--- config.mk ---
export PLATFORM = sky130hd
export DESIGN_NAME = eeprom_cfg_loader
export DESIGN_NICKNAME = d
export VERILOG_FILES = /design/src/rtl/eeprom_cfg_pkg.sv /design/src/rtl/eeprom_cfg_crc8.sv /design/src/rtl/eeprom_cfg_loader.sv
export SDC_FILE = /design/constraint.sdc
export NUM_CORES = 1
export LEC_CHECK = 0
export CORE_ASPECT_RATIO = 1.2
export CORE_MARGIN = 3
export CORE_UTILIZATION = 61
export CTS_CLUSTER_DIAMETER = 40
export CTS_CLUSTER_SIZE = 8
export DETAILED_ROUTE_END_ITERATION = 6
export DONT_BUFFER_PORTS = 1
export GPL_TIMING_DRIVEN = 1
export PLACE_DENSITY = 0.77
export SETUP_SLACK_MARGIN = 0.15
export SLEW_MARGIN = 5
export SYNTH_ARGS = -nofsm -noshare
export SYNTH_HDL_FRONTEND = slang
export SYNTH_SLANG_ARGS = --single-unit
export TNS_END_PERCENT = 5
--- constraint.sdc ---
create_clock -name clk -period 7.3 [get_ports clk]
set_input_delay 1.095 -clock clk [delete_from_list [all_inputs] [get_ports clk]]
set_output_delay 1.095 -clock clk [all_outputs]
set_load 0.01 [all_outputs]
--- src/rtl/eeprom_cfg_pkg.sv ---
// eeprom_cfg_pkg: state encoding and constants shared by the EEPROM config loader files.
package eeprom_cfg_pkg;
    typedef enum logic [3:0] {
        IDLE, SET_ADDR, WAIT_ADDR, GAP, READ, WAIT_READ, STORE, CHECK, FAIL
    } state_t;
    localparam logic [3:0] DEV_PREFIX = 4'b1010;
    localparam logic [7:0] CRC_POLY   = 8'h07;
endpackage

--- src/rtl/eeprom_cfg_crc8.sv ---
// eeprom_cfg_crc8: one-byte CRC-8 update, MSB first, polynomial CRC_POLY.
module eeprom_cfg_crc8
    import eeprom_cfg_pkg::*;
(
    input  logic [7:0] crc_i,
    input  logic [7:0] data_i,
    output logic [7:0] crc_o
);
    always_comb begin
        crc_o = crc_i ^ data_i;
        for (int i = 0; i < 8; i++)
            crc_o = crc_o[7] ? ({crc_o[6:0], 1'b0} ^ CRC_POLY) : {crc_o[6:0], 1'b0};
    end
endmodule

--- src/rtl/eeprom_cfg_loader.sv ---
// eeprom_cfg_loader: reads NUM_BYTES configuration bytes from an I2C EEPROM through an external controller.
// Define EEPROM_CFG_CRC_EN to treat the last byte as a CRC-8 over the preceding bytes.
module eeprom_cfg_loader
    import eeprom_cfg_pkg::*;
#(
    parameter int NUM_BYTES      = 5,
    parameter int GAP_CYCLES     = 2000,
    parameter int TIMEOUT_CYCLES = 65535,
    parameter int MAX_RETRIES    = 3
) (
    input  logic                   clk,
    input  logic                   rst,
    input  logic                   start,
    input  logic [10:0]            base_addr,
    output logic                   busy,
    output logic                   done,
    output logic                   error,
    output logic [NUM_BYTES*8-1:0] cfg_data,
    output logic                   i2c_enable,
    output logic                   i2c_rw,
    output logic [6:0]             i2c_addr,
    output logic [7:0]             i2c_data_in,
    input  logic [7:0]             i2c_data_out,
    input  logic                   i2c_ready
);
    localparam int GW = $clog2(GAP_CYCLES + 2);
    localparam int TW = $clog2(TIMEOUT_CYCLES + 1);
    localparam int RW = $clog2(MAX_RETRIES + 2);

    state_t                 state_q;
    logic [10:0]            cur_addr_q;
    logic [4:0]             byte_cnt_q;
    logic [RW-1:0]          retry_q;
    logic [GW-1:0]          gap_q;
    logic [TW-1:0]          to_q;
    logic                   ready_q, done_q, error_q, en_q, rw_q;
    logic [6:0]             addr_q;
    logic [7:0]             din_q;
    logic [NUM_BYTES*8-1:0] cfg_q;
    logic                   crc_ok;

`ifdef EEPROM_CFG_CRC_EN
    logic [7:0] crc_q, crc_d;

    eeprom_cfg_crc8 u_crc (.crc_i(crc_q), .data_i(i2c_data_out), .crc_o(crc_d));

    // The CRC covers every byte but the last, which carries the expected value.
    always_ff @(posedge clk or posedge rst)
        if (rst)
            crc_q <= '0;
        else if (state_q == IDLE)
            crc_q <= '0;
        else if (state_q == STORE && byte_cnt_q < 5'(NUM_BYTES - 1))
            crc_q <= crc_d;

    assign crc_ok = crc_q == cfg_q[8*(NUM_BYTES-1) +: 8];
`else
    assign crc_ok = 1'b1;
`endif

    always_ff @(posedge clk or posedge rst) begin
        if (rst) begin
            state_q    <= IDLE;
            cur_addr_q <= '0;
            byte_cnt_q <= '0;
            retry_q    <= '0;
            gap_q      <= '0;
            to_q       <= '0;
            ready_q    <= 1'b0;
            done_q     <= 1'b0;
            error_q    <= 1'b0;
            en_q       <= 1'b0;
            rw_q       <= 1'b0;
            addr_q     <= '0;
            din_q      <= '0;
            cfg_q      <= '0;
        end else begin
            ready_q <= i2c_ready;
            en_q    <= 1'b0;
            done_q  <= 1'b0;
            case (state_q)
                IDLE: if (start) begin
                    cur_addr_q <= base_addr;
                    byte_cnt_q <= '0;
                    retry_q    <= '0;
                    error_q    <= 1'b0;
                    state_q    <= SET_ADDR;
                end
                // Commands are only issued to an idle controller.
                SET_ADDR, READ: if (i2c_ready) begin
                    en_q    <= 1'b1;
                    rw_q    <= state_q == READ;
                    addr_q  <= {DEV_PREFIX, cur_addr_q[10:8]};
                    din_q   <= cur_addr_q[7:0];
                    to_q    <= '0;
                    state_q <= state_q == READ ? WAIT_READ : WAIT_ADDR;
                end
                WAIT_ADDR, WAIT_READ:
                    if (i2c_ready && !ready_q) begin
                        gap_q   <= GW'(GAP_CYCLES);
                        state_q <= state_q == WAIT_READ ? STORE : GAP;
                    end else if (to_q == TW'(TIMEOUT_CYCLES - 1)) begin
                        retry_q <= retry_q + 1'b1;
                        state_q <= retry_q == RW'(MAX_RETRIES) ? FAIL : SET_ADDR;
                    end else
                        to_q <= to_q + 1'b1;
                GAP: if (i2c_ready) begin
                    if (gap_q <= GW'(1))
                        state_q <= READ;
                    else
                        gap_q <= gap_q - 1'b1;
                end
                STORE: begin
                    for (int k = 0; k < NUM_BYTES; k++)
                        if (byte_cnt_q == 5'(k))
                            cfg_q[8*k +: 8] <= i2c_data_out;
                    byte_cnt_q <= byte_cnt_q + 1'b1;
                    cur_addr_q <= cur_addr_q + 1'b1;
                    retry_q    <= '0;
                    gap_q      <= GW'(GAP_CYCLES);
                    state_q    <= CHECK;
                end
                CHECK:
                    if (byte_cnt_q < 5'(NUM_BYTES)) begin
                        if (gap_q <= GW'(1))
                            state_q <= SET_ADDR;
                        else
                            gap_q <= gap_q - 1'b1;
                    end else begin
                        done_q  <= crc_ok;
                        state_q <= crc_ok ? IDLE : FAIL;
                    end
                FAIL: begin
                    error_q <= 1'b1;
                    state_q <= IDLE;
                end
                default: state_q <= IDLE;
            endcase
        end
    end

    assign busy        = state_q != IDLE;
    assign done        = done_q;
    assign error       = error_q;
    assign cfg_data    = cfg_q;
    assign i2c_enable  = en_q;
    assign i2c_rw      = rw_q;
    assign i2c_addr    = addr_q;
    assign i2c_data_in = din_q;
endmodule

* After elaboration in Yosys (flattened, before gate mapping) *
Index checks and enable logic that the tools add are counted.

cells by class
  bitwise gates (word level) = 0
  div/mod/pow operators = 0
  add/sub/neg operators = 5
  equality and inequality tests = 25
  $lt $le $gt $ge = 2
  multiply operators = 0
  mux-type cells = 35
  reduce and logical (&&, ||, !) cells = 24
  shifts and indexed selects = 0

operator list
  kind                                                                                number
  11-bit two-way mux                                                                  5
  16-bit two-way mux                                                                  3
  11-bit one-hot mux with 4 select lines                                              1
  4-bit two-way mux                                                                   9
  16-bit one-hot mux with 2 select lines                                              1
  4-bit one-hot mux with 6 select lines                                               1
  11-bit one-hot mux with 2 select lines                                              1
  2-bit != test (second input constant)                                               9
  16-bit by 1-bit adder with 16-bit output (second input constant)                    1
  16-bit == test (second input constant)                                              1
  4-bit by 3-bit == test with 1-bit output (second input constant)                    4
  2-bit AND reduction                                                                 8
  3-bit two-way mux                                                                   5
  4-bit AND reduction                                                                 3
  11-bit by 1-bit adder with 11-bit output (second input constant)                    1
  11-bit by 1-bit less-or-equal comparator with 1-bit output (second input constant)  1
  11-bit by 1-bit subtractor with 11-bit output (second input constant)               1
  5-bit by 2-bit == test with 1-bit output (second input constant)                    2
  5-bit one-hot mux with 2 select lines                                               1
  3-bit one-hot mux with 3 select lines                                               1
  4-bit by 2-bit == test with 1-bit output (second input constant)                    2
  4-bit nonzero test                                                                  2
  3-bit != test (second input constant)                                               2
  6-bit AND reduction                                                                 1
  other kinds (18)                                                                    25

word-level totals
  latch bits = 0
  word-level logic and storage cells = 109
  bits in registers = 107
  memories kept = 0
  output and inout port bits = 60
  input bits = 23
  memory bits (writable) = 0
  ROM bits = 0

* Depth between registers and ports, before layout *
  depth after elaboration = 5
  gate-level depth with buffers = 9
  depth with buffers taken out = 7

* Worst setup path after synthesis *
OpenSTA, ideal clock, no wires.

  kind = input -> register
  from = in i2c_ready
  to = reg addr_q[0] (netlist: i2c_addr[0])
  arrival = 2.585 ns
  setup time = 0.117 ns
  setup slack = 4.598 ns
  stages on the path = 7
  cells stage by stage = clkbuf_1 -> or3b_2 -> or2_2 -> clkbuf_1 -> clkbuf_1 -> nand2_1 -> nand2_1

on the way
  word-level cells in the longest chain between the ends = 1

RTL lines
  element                        line                     RTL
  from (decl)                    eeprom_cfg_loader.sv:24  input logic i2c_ready
  2-bit AND reduction (no line)  n/a
  to (signal assigned)           eeprom_cfg_loader.sv:93  addr_q <= {DEV_PREFIX, cur_addr_q[10:8]};
  to (decl)                      eeprom_cfg_loader.sv:37  logic [6:0] addr_q;

No other way between the ends.
A chain may end at the register's enable or synchronous reset.

* Worst setup path in the final report *
  from = reg state_q[2]
  to = reg cfg_q[0] (netlist: cfg_data[0])

on the way
  word-level cells in the longest chain between the ends = 2

RTL lines
  element                                   line                      RTL
  from (decl)                               eeprom_cfg_loader.sv:30   state_t state_q;
  from (signal assigned)                    eeprom_cfg_loader.sv:96   state_q <= state_q == READ ? WAIT_READ : WAIT_ADDR;
  from (signal assigned)                    eeprom_cfg_loader.sv:101  state_q <= state_q == WAIT_READ ? STORE : GAP;
  from (signal assigned)                    eeprom_cfg_loader.sv:104  state_q <= retry_q == RW'(MAX_RETRIES) ? FAIL : SET_ADDR;
  4-bit by 3-bit == test with 1-bit output  eeprom_cfg_loader.sv:81   case (state_q)
  2-bit AND reduction (no line)             n/a
  to (signal, indexed assignment)           eeprom_cfg_loader.sv:116  cfg_q[8*k +: 8] <= i2c_data_out;
  to (decl)                                 eeprom_cfg_loader.sv:39   logic [NUM_BYTES*8-1:0] cfg_q;

No other way between the ends.

==> flow_summary.yaml <==
logic_synthesis:
  synth_top_area_share_pct: 50.28
  synth_edf_count: 0
  synth_cell_types: 66
  ys.flop_type: "dfrtp_1"
  yosysWarnings: 0
  yosysSeqAreaShare_pct: 50.28
  synthArstFlopShare_pct: 100.0
  synthCells: 525
  syn-cell-area_um2: 5325
  ys_seq_elements: 107
  syn_area_per_cell_um2: 10.14
  synth_area_leaders: "dfrtp_1, mux2_2, nand2_1"
  synth_top_area_cell: "dfrtp_1"
drt:
  avgRoutedWirePerCell_um: 18.40
  first_pass_iters: 5
  routed-wl-met3_um: 766
  top_layer_used: "met4"
  drc: 0
  route.met2.wl_um: 5728
  avgViaCountPerCell: 6.318
  drt_iter0_markers: 311
  dr_total_vias: 3968
  wl_met1_um: 4865
  wl_um: 11550
  ant_nets: 0
sta:
  finalWorstSetupSlack_ps: 4250
  tns_ps: 0
  slew_headroom_pct: 22.12
  fin_skew_ps: 8.777
  rsz0062_at_grt: "false"
  tightest_slew_ps: 1159
  min_period_ps: 3050
  finalCritPeriodShare_pct: 41.78
  fmaxAchievable_mhz: 327.9
  finalHoldViolations: 0
  setup_viol: 0
  slew_violations: 0
power:
  leakage_nw: 2.356
  power_density_nw_per_um2: 305.9
  power_mw: 1.696
  ir_drop_v: 0.0001661
setup_path:
  reg2regPathDepth: 3
  end_kind: "flop"
  start_kind: "flop"
  r2r_setup_slack_ps: 4250
  cp_max_fo: 21
  crit_required_ps: 7570
  r2r_end: "cfg_data[0]"
  path_class: "reg2reg"
  rr_startpoint: "state_q[2]"
  worstPathArrival_ps: 3320
placement:
  dp_cells: 611
  place_worst_setup_slack_ps: 4228
  gp_congestion: 0.8435
  dpl.hpwl_um: 7817
  port_buffers: 0
cts:
  ctsResizeCount: 0
  cts_buffers: 9
  cts_hold_buffers: 0
  root_buffer: "clkbuf_8"
  postCtsSetupBuffers: 0
  clock_latency_ps: 380
  path_clk_slew_ps: 110
  cts_tree: "built"
  h-tree-depth: 3
  clockBufferDepth: 2
  cts_sinks: 107
global_route:
  gr-total-overflow: 0
  antenna_found_initial: 0
  grt_pass1_wl_um: 19260
  grt_max_degree: 67
  grt_pass1_vias: 3946
  gr-usage-all-layers_pct: 24.32
finish:
  fillers: 667
  multi_input_area_um2: 2459
  insertedDiodeCount: 0
  final_cells: 628
  final_cell_mix: "dfrtp_1, nand2_1, mux2_2"
  fin_nets: 543
  drive_gt1_share_pct: 14.79
  final_common_cell: "dfrtp_1"
  area_growth_pct: 4.112
  regArea_um2: 2678
hold_path:
  min_path_cells: 1
  hold_start: "gap_q[8]"
  hold_path.class: "reg2reg"
  worstHoldEndpoint: "gap_q[8]"
floorplan:
  die_x_um: 91.29
  initial_core_util_pct: 64.25
  core_area_um2: 8288
  ioPinCount: 83
  die_h_um: 108.4
  rows: 36
  die_area_um2: 9891
run_status:
  status: "finished, final reports clean"
run:
  drv_cap: 0
[cell usage after synthesis, drive strengths merged, types with 2 or more instances]
library cell,count
a2111oi,2
buf,9
nor2b,2
nor2,29
or2,2
o21a,2
clkbuf,22
nor4,5
o32ai,2
nor3b,2
mux2,42
o31ai,14
a211oi,3
a31oi,10
inv,14
and2,2
nor4b,2
a311oi,3
dfrtp,107
o211ai,4
and3,6
nor3,9
o21ai,35
o311ai,2
mux2i,2
or3,5
nand2,62
a21oi,28
nand4,9
or4,11
nand3,24
o22ai,3
nand2b,12
ha,11
or3b,4
o41ai,2
[cells by family (layout without fill, tap and decap cells)]
family,count (synthesis),in the layout,synth area share [%]
xor+xnor,2,2,0.3290
other cells,1,2,0.07042
compound gates,126,126,15.48
simple gates,189,189,18.37
mux,44,44,9.257
buf+inv,45,33,3.618
flops,107,107,50.28
fa+ha+maj,11,11,2.585
[sequential cells by signal, summed over array words and instances, names as in the netlist]
signal       flops
i2c_rw           1
gap_q           11
error            1
i2c_enable       1
state_q          4
cfg_data        40
i2c_data_in      8
done             1
retry_q          3
byte_cnt_q       5
i2c_addr         4
ready_q          1
cur_addr_q      11
to_q            16
[stage by stage]
stage               instance area [um2]  util, %  hold WS, ps
floorplan                          5329        -        441.6
global placement                   5349    64.54        458.6
detailed placement                 5349    64.54        477.1
CTS                                5539    66.83        493.3
global route                       5544    66.89        499.4
finish                             5544    66.89        486.5
[report_power, final]
group          switching (mW)  internal (mW)
clock network           0.227          0.135
logic                   0.303          0.176
registers               0.154          0.701
total                   0.684           1.01
[critical path, stage by stage, from the launching register on]
cell	delay, ps
dfrtp_1	750
nand3_1	630
nor4_2	1120
mux2_2	430
[worst max path at each step]
stage	start	end	slack [ps]	depth (start not counted)
final	state_q[2]	cfg_data[0]	4250	3
after global routing	state_q[2]	cfg_data[1]	4010	3
after CTS	state_q[2]	cfg_data[0]	4270	3
after detailed placement	i2c_ready	to_q[2]	4230	5
after global placement	i2c_ready	to_q[2]	4270	5
after floorplan	rst	byte_cnt_q[0]	3390	1
[metal layers]
metal | vias up | global-route usage (%)
met5 | - | 0
met2 | 112 | 39.98
li1 | 1886 | -
met1 | 1951 | 31.02
met3 | 19 | 7.098
met4 | 0 | 8.405
[area by class of cell]
type | instances | area share, %
well taps | 114 | 2.573
multi-input cells | 374 | 44.35
flip-flops and latches | 107 | 48.30
clock buffers | 9 | 2.234
repair buffers | 3 | 0.3611
clock inverters | 7 | 1.196
inverters | 14 | 0.9930
(Power assumes the default switching activity.)
